<file path="src/rtl/arcade_input_ctrl.sv">
// Input conditioner between hps_io joystick words and a game core: debounce,
// player merge/select, thrust/reverse mode, coin stretcher, autofire, pause pulse.
module arcade_input_ctrl #(
    parameter int NUM_PLAYERS = 2,
    parameter int NUM_BTN     = 5,
    parameter int DEB_CYCLES  = 16,
    parameter int COIN_CYCLES = 50000,
    parameter int AF_HALF     = 120000,
    localparam int AP_W       = (NUM_PLAYERS > 1) ? $clog2(NUM_PLAYERS) : 1
) (
    input  logic                        clk_sys,
    input  logic                        reset_n,
    input  logic [NUM_PLAYERS*32-1:0]   joy_in,
    input  logic [1:0]                  mode,
    input  logic [AP_W-1:0]             active_player,
    input  logic                        facing,
    input  logic [NUM_BTN-1:0]          autofire_en,
    output logic [3:0]                  dir_out,
    output logic                        thrust_out,
    output logic                        reverse_out,
    output logic [NUM_BTN-1:0]          fire_out,
    output logic [1:0]                  start_out,
    output logic                        coin_out,
    output logic                        pause_pulse
);
    localparam int W       = NUM_BTN + 8;
    localparam int B_S1    = 4 + NUM_BTN;
    localparam int B_S2    = 5 + NUM_BTN;
    localparam int B_COIN  = 6 + NUM_BTN;
    localparam int B_PAUSE = 7 + NUM_BTN;
    localparam int CC_W    = (COIN_CYCLES > 1) ? $clog2(COIN_CYCLES) : 1;
    localparam int AF_W    = (AF_HALF > 1) ? $clog2(AF_HALF) : 1;

    logic [NUM_PLAYERS-1:0][W-1:0] samp;
    logic [NUM_PLAYERS-1:0][W-1:0] db;
    logic [W-1:0]                  comb;
    logic                          samp_coin;
    logic [NUM_BTN-1:0]            btn;
    logic                          af_active;
    logic                          coin_rise;
    logic                          coin_prev;
    logic                          coin_lock;
    logic                          pause_prev;
    logic [CC_W-1:0]               coin_cnt;
    logic [AF_W-1:0]               af_cnt;
    logic                          af_phase;
    logic                          unused_joy;

    assign unused_joy = ^joy_in;

    // Sample stage is deliberately not reset so it still tracks joy_in during reset.
    always_ff @(posedge clk_sys) begin
        for (int p = 0; p < NUM_PLAYERS; p++) begin
            samp[p] <= joy_in[p*32 +: W];
        end
    end

    generate
        if (DEB_CYCLES == 0) begin : g_bypass
            always_ff @(posedge clk_sys or negedge reset_n) begin
                if (!reset_n) db <= '0;
                else          db <= samp;
            end
        end else begin : g_deb
            localparam int DB_W = (DEB_CYCLES > 1) ? $clog2(DEB_CYCLES) : 1;
            logic [DB_W-1:0] cnt [NUM_PLAYERS][W];

            always_ff @(posedge clk_sys or negedge reset_n) begin
                if (!reset_n) begin
                    db <= '0;
                    for (int p = 0; p < NUM_PLAYERS; p++) begin
                        for (int b = 0; b < W; b++) cnt[p][b] <= '0;
                    end
                end else begin
                    for (int p = 0; p < NUM_PLAYERS; p++) begin
                        for (int b = 0; b < W; b++) begin
                            if (samp[p][b] == db[p][b]) begin
                                cnt[p][b] <= '0;
                            end else if (cnt[p][b] == DB_W'(DEB_CYCLES - 1)) begin
                                db[p][b]  <= samp[p][b];
                                cnt[p][b] <= '0;
                            end else begin
                                cnt[p][b] <= cnt[p][b] + 1'b1;
                            end
                        end
                    end
                end
            end
        end
    endgenerate

    // Out-of-range active_player matches no word, so mode 2 yields zeros.
    always_comb begin
        comb      = '0;
        samp_coin = 1'b0;
        for (int p = 0; p < NUM_PLAYERS; p++) begin
            if (mode != 2'd2) begin
                comb      = comb | db[p];
                samp_coin = samp_coin | samp[p][B_COIN];
            end else if (int'(active_player) == p) begin
                comb      = db[p];
                samp_coin = samp[p][B_COIN];
            end
        end
    end

    assign btn       = comb[4 +: NUM_BTN];
    assign af_active = |(btn & autofire_en);
    // coin_lock keeps a coin held across reset from firing; it clears once the raw coin is seen low.
    assign coin_rise = comb[B_COIN] & ~coin_prev & ~coin_lock;

    always_ff @(posedge clk_sys or negedge reset_n) begin
        if (!reset_n) begin
            dir_out     <= '0;
            thrust_out  <= 1'b0;
            reverse_out <= 1'b0;
            fire_out    <= '0;
            start_out   <= '0;
            coin_out    <= 1'b0;
            pause_pulse <= 1'b0;
            coin_prev   <= 1'b0;
            coin_lock   <= 1'b1;
            pause_prev  <= 1'b0;
            coin_cnt    <= '0;
            af_cnt      <= '0;
            af_phase    <= 1'b1;
        end else begin
            if (mode == 2'd1) begin
                dir_out     <= {comb[3], comb[2], 2'b00};
                thrust_out  <= facing ? comb[0] : comb[1];
                reverse_out <= facing ? comb[1] : comb[0];
            end else begin
                dir_out     <= comb[3:0];
                thrust_out  <= 1'b0;
                reverse_out <= 1'b0;
            end
            fire_out    <= btn & ~(autofire_en & {NUM_BTN{~af_phase}});
            start_out   <= {comb[B_S2], comb[B_S1]};
            pause_prev  <= comb[B_PAUSE];
            pause_pulse <= comb[B_PAUSE] & ~pause_prev;
            coin_prev   <= comb[B_COIN];
            coin_lock   <= coin_lock & samp_coin;

            // coin_cnt holds the remaining high cycles after the current one.
            if (coin_out) begin
                if (coin_cnt != '0) coin_cnt <= coin_cnt - 1'b1;
                else                coin_out <= 1'b0;
            end else if (coin_rise) begin
                coin_out <= 1'b1;
                coin_cnt <= CC_W'(COIN_CYCLES - 1);
            end

            if (!af_active) begin
                af_cnt   <= '0;
                af_phase <= 1'b1;
            end else if (af_cnt == AF_W'(AF_HALF - 1)) begin
                af_cnt   <= '0;
                af_phase <= ~af_phase;
            end else begin
                af_cnt <= af_cnt + 1'b1;
            end
        end
    end
endmodule

</file>
<file path="config.mk">
export PLATFORM = sky130hd
export DESIGN_NAME = arcade_input_ctrl
export DESIGN_NICKNAME = d
export VERILOG_FILES = /design/src/rtl/arcade_input_ctrl.sv
export SDC_FILE = /design/constraint.sdc
export NUM_CORES = 1
export LEC_CHECK = 0
export ABC_AREA = 1
export CAP_MARGIN = 40
export CORE_MARGIN = 2
export CORE_UTILIZATION = 57
export CTS_CLUSTER_SIZE = 20
export DETAILED_ROUTE_END_ITERATION = 16
export PLACE_DENSITY = 0.8
export SLEW_MARGIN = 20
export SYNTH_ARGS = -nofsm -noshare
export SYNTH_HDL_FRONTEND = slang
export SYNTH_SLANG_ARGS = --single-unit
</file>
<file path="constraint.sdc">
create_clock -name clk_sys -period 1.7 [get_ports clk_sys]
set_clock_uncertainty 0.05 [all_clocks]
set_input_delay 0.34 -clock clk_sys [delete_from_list [all_inputs] [get_ports clk_sys]]
set_output_delay 0.34 -clock clk_sys [all_outputs]
set_load 0.02 [all_outputs]
</file>
==> run metrics <==
status=complete, no violations; maximum root-to-sink buffer count=3; die width=130 um; dpl ws=-0.365 ns; Startpoint Class=flop; sequential area share after synthesis=0.565; Net count, final=1110; synthesized area=8980 um2; Detail Route Antenna Nets=0; core area=15300 um2; Max stage delay on crit path=0.38 ns; H-Tree Depth=1; post-CTS setup buffers=0; Slew HR=0.725; fin crit share=0.942; Initial Utilization=0.587; Detailed Route WL=15900 um; first-pass GRT wire length=27000 um; Final setup viols=0; Net Count, Synth=1010; Buf/Inv on CP=1; largest cells by area after synthesis=dfrtp_1, nor2_1, dfxtp_1; DRC=0; worst-margin pin slew=0.409 ns; number of global-route vias before repair=6034; clock-pin slew on the worst setup and hold paths=0.06 ns; Pwr Density=1010 nW/um2; fin cells=1233; placed cell count=1193; most common cell in the netlist=dfrtp_1; Post-Route Utilization=0.705; Crit Path Class=reg -> out; clock sinks=208; diode count=0; Avg Cell Area, Syn=9.90 um2; Num CTS Buffers=22; register bit total from synthesis=208; I/O pin count=90; Fin. Hold Viols=0; Setup crit start=fire_out[0]; hold crit path type=in -> async; Synth top cells by count=dfrtp_1, nor2_1, nand2_1, inv_1, nand3_1; Worst path top cell family by delay=flip-flops; dominant synthesized flop cell=dfrtp_1; vias=6143; drt first-iter violations=356; CP cell instances=dlygate4sd2_1; worst r2r src=coin_cnt[0]; via density per instance=4.98; layout cell share with drive strength beyond 1=0.131; all-layer global routing usage=0.197; Syn Inst Count=907; Row Count=45; CTS tree=yes; CP Capture Type=output pin; Clock power frac=0.464; count of pins over their slew limit=0; Setup TNS=0 ns; Pint=8.54 mW; switching part of the total=0.217; Clock Tree Root=clkbuf_16; share of the synthesized area in the top cell type=0.501; M2 GR Usage=0.331; Logic pwr share=0.053; peak supply drop=0.908 mV; Max Cap Viol=0; Final GP Congestion=0.846; yosys warns=0; Critical Path AT=1.21 ns; die span in y=130 um; initial antenna violation count=0; Reg power frac=0.483; M1 GR Usage=0.267; M3 GR Usage=0.0343; largest net degree at the start of global routing=58; post-synth top area cell=dfrtp_1; grt peak-use layer=met2; Post-synth EDFFs=0; worst skew pair latency=0.52 ns; final worst setup slack=0.0989 ns; RSZ-0062 raised after global routing=no; Crit path required time=1.31 ns; post-layout min period=1.60 ns; NetSw=2.36 mW; P&R area growth vs syn=20.2%; dpl hpwl=10800 um; worst-case hold slack=0.211 ns; Synth async-reset ratio=0.875; first-pass iteration count of the detailed router=5; post-synth cell types=34; WL/cell=12.9 um; Leakage Power=5.34 nW; Critical-path top delay cell=dfrtp_1; IO Port Bufs=51; die area=16800 um2; maximum clock rate=625 MHz; R2R depth=10; WP depth=1; Congestion Overflow GR=0; Critical Path Fanout Max=1
==> final cells by class <==
type                       instances  area [um2]
clock buffer                      29         607
clock inverter                    10         175
fill                            1091        4520
inverter                          90         338
multi-input combinational        601        3530
sequential                       208        5080
tap                              211         264
timing repair buffer              84         806
==> repair_timing <==
action                                  CTS  global route
gates resized for setup                  16            12
hold endpoints to repair                178             0
pin swaps                                 0             1
endpoints found under the setup margin   15            17
hold buffers                              1             0
==> flip-flops by register name, indices dropped and copies added (netlist names) <==
signal and cells:
g_deb.cnt 104, db 26, samp 26, af_cnt 17, coin_cnt 16, fire_out 5
dir_out 4, start_out 2, af_phase 1, coin_lock 1, coin_out 1, coin_prev 1
pause_prev 1, pause_pulse 1, reverse_out 1, thrust_out 1
==> logic make-up (layout without fill, tap and decap cells) <==
group,count (synthesis),count (layout),synth area share
simple gates,427,427,0.207
fa+ha+maj,28,28,0.0390
compound gates,30,30,0.0224
buf+inv,98,213,0.0460
mux,26,26,0.0326
xor+xnor,90,90,0.0878
flops,208,208,0.565
==> worst paths after layout <==
| check | to | slack (ns) |
|---|---|---|
| max in group asynchronous | af_phase | 0.77 |
| worst max-delay path | fire_out[0] | 0.1 |
| worst min-delay path | g_deb.cnt[10] | 0.21 |
| min in group clk_sys | samp[7] | 0.21 |
| worst min register to register | pause_pulse | 0.36 |
| worst max register to register | coin_cnt[3] | 0.11 |
==> cells in the final DEF (no fill, tap or decap), types with 2 or more instances in the layout <==
| cell type | count |
|---|---|
| nand3_4 | 2 |
| dfstp_2 | 2 |
| nand3_1 | 86 |
| nor2_4 | 2 |
| a22oi_1 | 5 |
| a22o_1 | 4 |
| mux2_2 | 26 |
| nand2_2 | 7 |
| nand4_1 | 8 |
| nand2_4 | 4 |
| dfrtp_1 | 180 |
| clkbuf_16 | 22 |
| nand2_1 | 137 |
| o21ai_0 | 12 |
| ha_1 | 27 |
| o21ai_2 | 2 |
| nor3_1 | 3 |
| bufinv_16 | 4 |
| buf_12 | 5 |
| nor2_1 | 158 |
| dlygate4sd2_1 | 14 |
| buf_6 | 2 |
| a21oi_1 | 3 |
| dfxtp_1 | 26 |
| clkinv_2 | 5 |
| nor2_2 | 16 |
| clkbuf_1 | 4 |
| clkbuf_8 | 3 |
| xnor2_1 | 54 |
| inv_1 | 90 |
| buf_4 | 26 |
| xor2_1 | 36 |
| clkdlybuf4s50_1 | 35 |
==> power groups by stage <==
| stage | clock (mW) | combinational (mW) | sequential [mW] |
|---|---|---|---|
| global placement | 0 | 0.562 | 5.34 |
| CTS | 5.16 | 0.595 | 5.27 |
| detailed placement | 0 | 0.582 | 5.35 |
| floorplan | 0 | 0.317 | 5.33 |
| finish | 5.05 | 0.581 | 5.27 |
| global route | 5.36 | 0.672 | 5.29 |
==> metal layers <==
| metal | vias up | part of all wire |
|---|---|---|
| li1 | 3085 | - |
| met1 | 2934 | 0.45 |
| met5 | - | 0 |
| met3 | 28 | 0.041 |
| met2 | 96 | 0.49 |
| met4 | 0 | 0.020 |
==> stage by stage <==
stage               total power [mW]  area [um2]
floorplan                       5.64        8980
global placement                5.91        9990
detailed placement              5.93        9990
CTS                             11.0       10800
global route                    11.3       10800
finish                          10.9       10800
Note: power is estimated with default switching activity, not from simulation.
